### src/rtl/ysyx_24080014_pkg.sv
// Shared types, CSR addresses and writeback helpers for the commit sequencer.
package ysyx_24080014_pkg;

    localparam int unsigned XLEN     = 32;
    localparam int unsigned REG_AW   = 5;
    localparam int unsigned CSR_AW   = 12;
    localparam int unsigned CTL_W    = 2;

    // Sequencer states
    typedef enum logic [2:0] {
        IDLE       = 3'd0,
        MEM        = 3'd1,
        WB         = 3'd2,
        TRAP_EPC   = 3'd3,
        TRAP_CAUSE = 3'd4,
        ABORT      = 3'd5
    } state_e;

    // Machine-mode CSR addresses
    localparam logic [CSR_AW-1:0] CSR_MSTATUS = 12'h300;
    localparam logic [CSR_AW-1:0] CSR_MTVEC   = 12'h305;
    localparam logic [CSR_AW-1:0] CSR_MEPC    = 12'h341;
    localparam logic [CSR_AW-1:0] CSR_MCAUSE  = 12'h342;

    // csrs_ctl encodings (code 3 is folded to NONE on accept)
    localparam logic [CTL_W-1:0] CSRS_NONE  = 2'd0;
    localparam logic [CTL_W-1:0] CSRS_ECALL = 2'd1;
    localparam logic [CTL_W-1:0] CSRS_MRET  = 2'd2;

    // Instruction fields latched on accept
    typedef struct packed {
        logic              reg_wr;
        logic              load;
        logic              store;
        logic [CTL_W-1:0]  csrs_ctl;
        logic [REG_AW-1:0] rd;
        logic [XLEN-1:0]   rd_data;
        logic [CSR_AW-1:0] csr_waddr;
        logic [XLEN-1:0]   csr_wdata;
        logic [XLEN-1:0]   pc;
        logic [XLEN-1:0]   a5_val;
        logic [XLEN-1:0]   mtvec;
        logic [XLEN-1:0]   mepc;
    } instr_t;

    // Register-file / PC update produced by a WB cycle
    typedef struct packed {
        logic              gpr_wen;
        logic [REG_AW-1:0] gpr_waddr;
        logic [XLEN-1:0]   gpr_wdata;
        logic              csr_wen;
        logic [CSR_AW-1:0] csr_waddr;
        logic [XLEN-1:0]   csr_wdata;
        logic [XLEN-1:0]   next_pc;
    } wb_out_t;

    // Only the four implemented CSRs accept writes
    function automatic logic csr_writable(input logic [CSR_AW-1:0] addr);
        return (addr == CSR_MSTATUS) || (addr == CSR_MTVEC) ||
               (addr == CSR_MEPC)    || (addr == CSR_MCAUSE);
    endfunction

    // Writeback update for a non-trapping instruction
    function automatic wb_out_t wb_compute(input instr_t ins, input logic [XLEN-1:0] rdata);
        wb_out_t o;
        o.gpr_wen   = ins.reg_wr & ~ins.store & (ins.rd != REG_AW'(0));
        o.gpr_waddr = ins.rd;
        o.gpr_wdata = ins.load ? rdata : ins.rd_data;
        o.csr_wen   = (ins.csrs_ctl != CSRS_ECALL) & csr_writable(ins.csr_waddr);
        o.csr_waddr = ins.csr_waddr;
        o.csr_wdata = ins.csr_wdata;
        o.next_pc   = (ins.csrs_ctl == CSRS_MRET) ? ins.mepc : (ins.pc + XLEN'(4));
        return o;
    endfunction

endpackage

### src/rtl/ysyx_24080014_wb_ctrl_mem_timer.sv
// Clear/enable cycle counter flagging a memory access that has waited too long.
module ysyx_24080014_mem_timer #(
    parameter int unsigned MEM_TIMEOUT = 255
) (
    input  logic clk,
    input  logic rst_n,
    input  logic i_clr,
    input  logic i_en,
    output logic o_expired_c
);

    localparam int unsigned CW = (MEM_TIMEOUT < 1) ? 1 : $clog2(MEM_TIMEOUT + 1);

    logic [CW-1:0] r_cnt;

    // Count enabled cycles; hold once the limit is reached
    always_ff @(posedge clk or negedge rst_n) begin
        if (!rst_n) begin
            r_cnt <= '0;
        end else if (i_clr) begin
            r_cnt <= '0;
        end else if (i_en && !o_expired_c) begin
            r_cnt <= r_cnt + CW'(1);
        end
    end

    assign o_expired_c = (r_cnt == CW'(MEM_TIMEOUT));

endmodule

### src/rtl/ysyx_24080014_wb_ctrl.sv
// Single-issue writeback/commit sequencer in front of the GPR/CSR register file.
module ysyx_24080014_wb_ctrl
    import ysyx_24080014_pkg::*;
#(
    parameter int unsigned MEM_TIMEOUT = 255,
    parameter logic [31:0] RESET_PC    = 32'h8000_0000
) (
    input  logic        clk,
    input  logic        rst_n,
    input  logic        in_valid,
    output logic        in_ready,
    input  logic        reg_wr,
    input  logic        load,
    input  logic        store,
    input  logic [1:0]  csrs_ctl,
    input  logic [4:0]  rd,
    input  logic [31:0] rd_data,
    input  logic [11:0] csr_waddr,
    input  logic [31:0] csr_wdata,
    input  logic [31:0] pc,
    input  logic [31:0] a5_val,
    input  logic [31:0] mtvec,
    input  logic [31:0] mepc,
    output logic        mem_req,
    input  logic        mem_ready,
    input  logic [31:0] mem_rdata,
    output logic        gpr_wen,
    output logic [4:0]  gpr_waddr,
    output logic [31:0] gpr_wdata,
    output logic        csr_wen,
    output logic [11:0] csr_waddr_o,
    output logic [31:0] csr_wdata_o,
    output logic        pc_wen,
    output logic [31:0] next_pc,
    output logic        commit,
    output logic        mem_err
);

    state_e            r_state;
    instr_t            r_instr;
    logic              r_in_ready;
    logic              r_mem_req;
    logic              r_gpr_wen;
    logic [REG_AW-1:0] r_gpr_waddr;
    logic [XLEN-1:0]   r_gpr_wdata;
    logic              r_csr_wen;
    logic [CSR_AW-1:0] r_csr_waddr;
    logic [XLEN-1:0]   r_csr_wdata;
    logic              r_pc_wen;
    logic [XLEN-1:0]   r_next_pc;
    logic              r_commit;
    logic              r_mem_err;

    instr_t            w_in;
    wb_out_t           w_wb_in;
    wb_out_t           w_wb_mem;
    logic              w_in_mem;
    logic              w_tmr_en;
    logic              w_expired;

    // Incoming fields; reserved csrs_ctl code behaves as NONE
    always_comb begin
        w_in           = '0;
        w_in.reg_wr    = reg_wr;
        w_in.load      = load;
        w_in.store     = store;
        w_in.csrs_ctl  = (csrs_ctl == 2'd3) ? CSRS_NONE : csrs_ctl;
        w_in.rd        = rd;
        w_in.rd_data   = rd_data;
        w_in.csr_waddr = csr_waddr;
        w_in.csr_wdata = csr_wdata;
        w_in.pc        = pc;
        w_in.a5_val    = a5_val;
        w_in.mtvec     = mtvec;
        w_in.mepc      = mepc;
    end

    assign w_in_mem = load | store;
    assign w_wb_in  = wb_compute(w_in, XLEN'(0));
    assign w_wb_mem = wb_compute(r_instr, mem_rdata);
    assign w_tmr_en = (r_state == MEM);

    ysyx_24080014_mem_timer #(
        .MEM_TIMEOUT(MEM_TIMEOUT)
    ) u_mem_timer (
        .clk         (clk),
        .rst_n       (rst_n),
        .i_clr       (!w_tmr_en),
        .i_en        (w_tmr_en),
        .o_expired_c (w_expired)
    );

    // Sequencer: state and every output register, strobes default low each cycle
    always_ff @(posedge clk or negedge rst_n) begin
        if (!rst_n) begin
            r_state     <= IDLE;
            r_instr     <= '0;
            r_in_ready  <= 1'b1;
            r_mem_req   <= 1'b0;
            r_gpr_wen   <= 1'b0;
            r_gpr_waddr <= '0;
            r_gpr_wdata <= '0;
            r_csr_wen   <= 1'b0;
            r_csr_waddr <= '0;
            r_csr_wdata <= '0;
            r_pc_wen    <= 1'b0;
            r_next_pc   <= RESET_PC;
            r_commit    <= 1'b0;
            r_mem_err   <= 1'b0;
        end else begin
            r_gpr_wen <= 1'b0;
            r_csr_wen <= 1'b0;
            r_pc_wen  <= 1'b0;
            r_commit  <= 1'b0;
            case (r_state)
                IDLE: begin
                    if (in_valid) begin
                        r_instr    <= w_in;
                        r_in_ready <= 1'b0;
                        if (w_in_mem) begin
                            r_state   <= MEM;
                            r_mem_req <= 1'b1;
                        end else if (w_in.csrs_ctl == CSRS_ECALL) begin
                            r_state     <= TRAP_EPC;
                            r_csr_wen   <= 1'b1;
                            r_csr_waddr <= CSR_MEPC;
                            r_csr_wdata <= w_in.pc;
                        end else begin
                            r_state     <= WB;
                            r_gpr_wen   <= w_wb_in.gpr_wen;
                            r_gpr_waddr <= w_wb_in.gpr_waddr;
                            r_gpr_wdata <= w_wb_in.gpr_wdata;
                            r_csr_wen   <= w_wb_in.csr_wen;
                            r_csr_waddr <= w_wb_in.csr_waddr;
                            r_csr_wdata <= w_wb_in.csr_wdata;
                            r_pc_wen    <= 1'b1;
                            r_next_pc   <= w_wb_in.next_pc;
                            r_commit    <= 1'b1;
                        end
                    end
                end
                MEM: begin
                    // Completion takes priority over an expiring timer
                    if (mem_ready) begin
                        r_state     <= WB;
                        r_mem_req   <= 1'b0;
                        r_gpr_wen   <= w_wb_mem.gpr_wen;
                        r_gpr_waddr <= w_wb_mem.gpr_waddr;
                        r_gpr_wdata <= w_wb_mem.gpr_wdata;
                        r_csr_wen   <= w_wb_mem.csr_wen;
                        r_csr_waddr <= w_wb_mem.csr_waddr;
                        r_csr_wdata <= w_wb_mem.csr_wdata;
                        r_pc_wen    <= 1'b1;
                        r_next_pc   <= w_wb_mem.next_pc;
                        r_commit    <= 1'b1;
                    end else if (w_expired) begin
                        r_state   <= ABORT;
                        r_mem_req <= 1'b0;
                        r_mem_err <= 1'b1;
                        r_pc_wen  <= 1'b1;
                        r_next_pc <= r_instr.pc + XLEN'(4);
                        r_commit  <= 1'b1;
                    end
                end
                TRAP_EPC: begin
                    r_state     <= TRAP_CAUSE;
                    r_csr_wen   <= 1'b1;
                    r_csr_waddr <= CSR_MCAUSE;
                    r_csr_wdata <= r_instr.a5_val;
                    r_pc_wen    <= 1'b1;
                    r_next_pc   <= r_instr.mtvec;
                    r_commit    <= 1'b1;
                end
                WB, TRAP_CAUSE, ABORT: begin
                    r_state    <= IDLE;
                    r_in_ready <= 1'b1;
                end
                default: begin
                    r_state    <= IDLE;
                    r_in_ready <= 1'b1;
                    r_mem_req  <= 1'b0;
                end
            endcase
        end
    end

    assign in_ready    = r_in_ready;
    assign mem_req     = r_mem_req;
    assign gpr_wen     = r_gpr_wen;
    assign gpr_waddr   = r_gpr_waddr;
    assign gpr_wdata   = r_gpr_wdata;
    assign csr_wen     = r_csr_wen;
    assign csr_waddr_o = r_csr_waddr;
    assign csr_wdata_o = r_csr_wdata;
    assign pc_wen      = r_pc_wen;
    assign next_pc     = r_next_pc;
    assign commit      = r_commit;
    assign mem_err     = r_mem_err;

endmodule

### config.mk
export PLATFORM = sky130hd
export DESIGN_NAME = ysyx_24080014_wb_ctrl
export DESIGN_NICKNAME = d
export VERILOG_FILES = /design/src/rtl/ysyx_24080014_pkg.sv /design/src/rtl/ysyx_24080014_wb_ctrl_mem_timer.sv /design/src/rtl/ysyx_24080014_wb_ctrl.sv
export SDC_FILE = /design/constraint.sdc
export NUM_CORES = 1
export LEC_CHECK = 0
export BUFFER_PORTS_ARGS = -buffer_cell sky130_fd_sc_hd__buf_2
export CAP_MARGIN = 25
export CELL_PAD_IN_SITES_DETAIL_PLACEMENT = 1
export CELL_PAD_IN_SITES_GLOBAL_PLACEMENT = 1
export CORE_MARGIN = 2
export CORE_UTILIZATION = 45
export DETAILED_ROUTE_END_ITERATION = 10
export GPL_ROUTABILITY_DRIVEN = 1
export GPL_TIMING_DRIVEN = 0
export PLACE_DENSITY = 0.82
export SYNTH_ARGS = -nofsm -noshare
export SYNTH_HDL_FRONTEND = slang
export SYNTH_SLANG_ARGS = --single-unit
### constraint.sdc
create_clock -name clk -period 4.2 [get_ports clk]
set_clock_uncertainty 0.1 [all_clocks]
set_input_delay 0.63 -clock clk [delete_from_list [all_inputs] [get_ports clk]]
set_output_delay 0.63 -clock clk [all_outputs]
set_load 0.02 [all_outputs]
==> flow_summary.ini, run 1 <==
[critical_path]
slowest_delay_ns = 0.84
criticalPathCategory = reg2reg
slowest_stage = nor2_1
cp-start-kind = flip-flop
crit_fanout = 10
path_cells = buf_2, inv_1, nor2_1, nand2_1, nor2_1, a221o_1, o21ai_0
critPathTopFamily = simple AND/OR/NAND/NOR gates
crit_top_cell = nor2_1
critPathArrivalTime_ns = 3.54
crit_buf_inv = 2
cp-end-kind = flip-flop
required_ns = 4.53

[floorplanning]
fp.dieH_um = 198
ios = 370
row_count = 71
dieArea_um2 = 39200
die_x_um = 198
core_um2 = 37400
start_util = 0.453

[logic_synthesis]
synth_compound_area_frac = 0.121
yosysSeqAreaShare = 0.508
syn_nets = 1876
ys.flop_type = dfrtp_1
async_flop_share = 1.00
avgSynthCellArea_um2 = 10.4
synth.area.top_cells = dfrtp_1, mux2_2, nand2_1, o21ai_0, mux2i_1
syn-cell-area_um2 = 16900
yosysTopAreaCellShare = 0.505
yosysTopAreaCell = dfrtp_1
synth_xor_area_frac = 0.0284
synthMuxAreaShare = 0.183
postSynthCellCount = 1623
ys_ff_latch = 344
synth.distinct_cells = 69
synth_top_family_by_area = multiplexers
synth_edf_count = 0
synthAdderAreaFrac = 0.00222
synthSimpleGateAreaFrac = 0.127
synth_warnings = 0

[sta]
min_period_over_period = 0.765
drv_slew = 0
fin_crit_ns = 3.21
slew_headroom = 0.381
hold_violations = 0
setup_slack_ns = 0.988
rsz0062_at_grt = false
worstMarginPinSlew_ns = 0.925
finalSetupViolCount = 0
max_freq_mhz = 311
hold_ws_ns = 0.195

[global_routing]
grtUsageTotal = 0.333
grt-ovfl-total = 0
first_global_vias = 16200
antenna_found_initial = 16
grt_pass1_wl_um = 97400
grt_max_degree = 119

[finish]
final_common_cell = buf_2
syn_to_final_growth_pct = 22.5
fin_nets = 2290
final_cell_mix = buf_2, dfrtp_1, mux2_2
finalNonFillerCells = 2579
drive_above_1_share = 0.337

[route]
dr.pass1.iters = 6
vias_per_cell = 5.89
drc = 0
vias = 15200
routedWlPerCell_um = 25.2
drtIter0Drc = 1027
drtAntennaViolNets = 0
drt-total-wl_um = 64900

[pwr]
vdd_ir_drop_max_uv = 447
intPower_uw = 9650
comb_power_share = 0.428
power-per-cell-area_nw_per_um2 = 785
p_leak_uw = 0.00929
p_sw_frac = 0.408
p_clk_frac = 0.204
p_switching_uw = 6640
finalPower_uw = 16300
p_seq_frac = 0.368

[worst_hold_path]
hold_class = in2reg

[clocking]
cts_setup_buffers = 0
htreeDepth = 2
cts_root_buf = clkbuf_16
cts_tree = done
cts.clk_slew.worst_paths_ns = 0.06
cts_buffer_depth = 3
cts_buffers = 40
hold_buffers = 1
ctsResizeCount = 0
worstSkewPairLatency_ns = 0.57
cts.sinks = 344

[placed_design]
place_inst = 2505
place_ws_ns = 0.865
gp_congestion = 0.925
dp_hpwl_um = 48300
io_buffers = 368

[status]
status = finished, final reports clean

[flow_run]
max_cap_violations = 0
==> power groups by stage <==
stage | clock (uW) | combinational [uW] | sequential, uW
after floorplan | 0 | 3980 | 6260
after global placement | 0 | 6600 | 5900
after detailed placement | 0 | 6890 | 6000
after CTS | 3370 | 6960 | 5960
after global routing | 3490 | 7520 | 6160
final | 3320 | 6970 | 6000
==> registers in the layout, summed over array words and instances (netlist names) <==
name and cells:
commit 1, csr_waddr_o 12, csr_wdata_o 32, csr_wen 1
gpr_waddr 5, gpr_wdata 32, gpr_wen 1, in_ready 1
mem_err 1, mem_req 1, next_pc 32, r_instr 214
r_state 3, u_mem_timer.r_cnt 8
==> per-layer routing <==
| layer | vias up | wire (um) | GRT usage |
|---|---|---|---|
| met2 | 646 | 31100 | 0.559 |
| li1 | 6613 | - | - |
| met1 | 7740 | 26100 | 0.413 |
| met3 | 173 | 5050 | 0.0775 |
| met4 | 18 | 2530 | 0.136 |
| met5 | - | 116 | 0 |
==> final cells by class <==
cell class | instances | area [um^2]
Fill cell | 4231 | 16700
Sequential cell | 344 | 8610
Multi-Input combinational cell | 1152 | 7820
Timing Repair Buffer | 372 | 1940
Clock buffer | 61 | 1180
Tap cell | 511 | 639
Buffer | 112 | 453
Inverter | 15 | 56.3
Clock inverter | 4 | 22.5
Antenna cell | 8 | 20.0
==> worst paths after layout <==
| check | from | to | slack, ns | cells after the start |
|---|---|---|---|---|
| min in group asynchronous | rst_n | next_pc[3] | 0.48 | 2 |
| setup reg to reg | r_state[0] | next_pc[11] | 0.99 | 7 |
| hold reg to reg | mem_err | mem_err | 0.35 | 1 |
| setup / recovery | r_state[0] | next_pc[11] | 0.99 | 7 |
| max in group asynchronous | rst_n | r_instr[79] | 2.02 | 4 |
| hold / removal | mtvec[21] | r_instr[53] | 0.19 | 2 |
==> cells in the mapped netlist (all sizes together), types with 6 or more instances <==
cell type and instances:
a211oi 28, a21o 7, a21oi 42, a22oi 8, a31oi 40, and3 7, and4 6, buf 18
clkbuf 94, dfrtp 342, inv 14, mux2 240, mux2i 39, nand2 239, nand3 51, nand4 15
nor2 87, nor3 28, nor4 10, o21ai 168, o22ai 14, or3 7, xnor2 24, xor2 31
==> cells by family (layout without fill, tap and decap cells) <==
kind of cell,after synthesis,after routing
mux,279,279
other cells,0,8
simple gates,470,470
flops,344,344
compound gates,345,345
fa+ha+maj,3,3
buf+inv,127,564
xor+xnor,55,55
==> through the flow <==
step                      instance area [um^2]  utilization  TNS [ns]
after floorplan                          16900            -         0
after global placement                   19400        0.519  -1495.34
after detailed placement                 19500        0.522         0
after CTS                                20700        0.554         0
after global routing                     20700        0.554         0
final                                    20700        0.555         0
No activity file was read; power rests on OpenSTA's default activity.
==> run 2, diff against run 1 <==
--- a/config.mk
+++ b/config.mk
@@ -10,11 +10,11 @@
 export CELL_PAD_IN_SITES_DETAIL_PLACEMENT = 1
 export CELL_PAD_IN_SITES_GLOBAL_PLACEMENT = 1
 export CORE_MARGIN = 2
-export CORE_UTILIZATION = 45
+export CORE_UTILIZATION = 42
 export DETAILED_ROUTE_END_ITERATION = 10
 export GPL_ROUTABILITY_DRIVEN = 1
 export GPL_TIMING_DRIVEN = 0
-export PLACE_DENSITY = 0.82
+export PLACE_DENSITY = 0.77
 export SYNTH_ARGS = -nofsm -noshare
 export SYNTH_HDL_FRONTEND = slang
 export SYNTH_SLANG_ARGS = --single-unit
==> constraint.sdc (replaced) <==
create_clock -name clk -period 3.2 [get_ports clk]
set_clock_uncertainty 0.1 [all_clocks]
set_input_delay 0.48 -clock clk [delete_from_list [all_inputs] [get_ports clk]]
set_output_delay 0.48 -clock clk [all_outputs]
set_load 0.02 [all_outputs]
==> run 2 against run 1 <==
Against the previous run: final area is 1.4% higher; clock power rose by 54%; critical path depth grew 1; critical path type unchanged.
==> flow_summary.ini, run 2 (synthesized netlist as in run 1, its figures left out) <==
[status]
status = finished, final reports clean

[clocking]
cts_root_buf = clkbuf_16
cts_tree = done
worstSkewPairLatency_ns = 0.57
cts_buffer_depth = 3
cts.clk_slew.worst_paths_ns = 0.06
htreeDepth = 2
cts_buffers = 41
cts_setup_buffers = 0
cts.sinks = 344

[sta]
max_freq_mhz = 320
fin_crit_ns = 3.12
worstMarginPinSlew_ns = 0.919
hold_violations = 0
min_period_over_period = 0.976
drv_slew = 0
rsz0062_at_grt = false
slew_headroom = 0.387
finalSetupViolCount = 0

[global_routing]
grt.busiest_layer = met2
met1_usage = 0.381
met3_usage = 0.0795
use_met2 = 0.517
grt-ovfl-total = 0
first_global_vias = 16400
antenna_found_initial = 20
grt_pass1_wl_um = 98000
grtUsageTotal = 0.313
grt_max_degree = 115

[critical_path]
cp-start-kind = flip-flop
crit_fanout = 10
critPathArrivalTime_ns = 3.48
slowest_delay_ns = 0.71
slowest_stage = clkbuf_1
required_ns = 3.55
criticalPathCategory = reg2reg
path_cells = ha_1, and3_1, a21oi_1, o22a_1, clkbuf_1, buf_1, nand2_1, o31ai_1
cp-end-kind = flip-flop

[placed_design]
dpl_cell_area_um2 = 19500
gp_congestion = 0.893
io_buffers = 368
dp_hpwl_um = 48800

[route]
dr.pass1.iters = 5
drc = 0
routedWlPerCell_um = 25.2
drt-total-wl_um = 65700
drtIter0Drc = 903
drtAntennaViolNets = 0
vias_per_cell = 5.83
vias = 15200

[finish]
largest_reg_flops = 214
final_cell_mix = buf_2, dfrtp_1, mux2_2
drive_above_1_share = 0.344
finalInstanceArea_um2 = 21000
top_register = r_instr
final_common_cell = buf_2
fin_nets = 2291
fillers = 4538
syn_to_final_growth_pct = 24.2

[pwr]
power-per-cell-area_nw_per_um2 = 1050
finalPower_uw = 22200
p_leak_uw = 0.00943
vdd_ir_drop_max_uv = 482

[floorplanning]
row_count = 73
core_um2 = 39700
die_x_um = 205
fp.dieH_um = 205
dieArea_um2 = 41900
start_util = 0.426
ios = 370

[worst_hold_path]
hold_class = in2reg

[flow_run]
max_cap_violations = 0
## run 2: cell count changes in the layout (fill, tap and decap cells not counted), sizes merged
cell / delta
bufinv: +6
inv: +1
clkinv: +3
diode: +2
clkbuf: -1
## run 2: cell type report
class / instances / area [um^2] / share of cell area
Clock inverter: 14 / 230 / 0.0109
Timing Repair Buffer: 372 / 1940 / 0.0924
Sequential cell: 344 / 8610 / 0.409
Tap cell: 525 / 657 / 0.0312
Clock buffer: 60 / 1240 / 0.0589
Multi-Input combinational cell: 1152 / 7820 / 0.372
Buffer: 112 / 454 / 0.0216
Antenna cell: 10 / 25.0 / 0.00119
Inverter: 15 / 56.3 / 0.00268
## run 2: metrics by stage
step / hold slack [ns] / std cells / TNS [ns] / setup slack, ns / utilization
2_1_floorplan: 0.0844 / 1623 / 0 / 1.06 / -
3_3_place_gp: 0.338 / 2516 / -1806.81 / -5.29 / 0.489
3_5_place_dp: 0.347 / 2519 / 0 / 0.0371 / 0.491
4_1_cts: 0.0131 / 2594 / 0 / 0.0730 / 0.529
5_1_grt: 0.0332 / 2597 / 0 / 0.0338 / 0.529
6_report: 0.0366 / 2604 / 0 / 0.0757 / 0.530
## run 2: final timing paths
check                      slack, ns  depth (start not counted)                 start       endpoint
setup / recovery                0.08                          8  u_mem_timer.r_cnt[0]     next_pc[5]
hold / removal                  0.04                          2             mtvec[20]    r_instr[52]
setup reg to reg                0.08                          8  u_mem_timer.r_cnt[0]     next_pc[5]
hold reg to reg                 0.36                          1               mem_err        mem_err
max in group asynchronous       1.29                          4                 rst_n    r_instr[84]
min in group asynchronous       0.34                          2                 rst_n  gpr_wdata[11]
## run 2: layer usage
layer,vias up,part of all wire
li1,6645,-
met1,7715,0.40
met2,601,0.47
met3,188,0.079
met4,20,0.046
met5,-,0.0020
## run 2: critical path, delay by kind of cell, from the launching register on
kind | cells | cell delay, ns
AOI/OAI and AO/OA | 3 | 0.71
buffers and inverters | 2 | 1.19
adders and majority gates | 1 | 0.24
and+or+nand+nor | 2 | 0.38
DFF | 1 | 0.40
## run 2: power breakdown
part           total (uW)  internal, uW  switching (uW)
sequential           7870          6460            1420
clock                5110          3170            1940
combinational        9170          3700            5470
total               22200         13300            8830
## run 2: timing repair
action,4_1_cts,5_1_grt
hold buffers,1,0
endpoints found under the hold margin,61,0
setup endpoints to repair,1,17
resized for setup,1,2
pin swaps,0,0
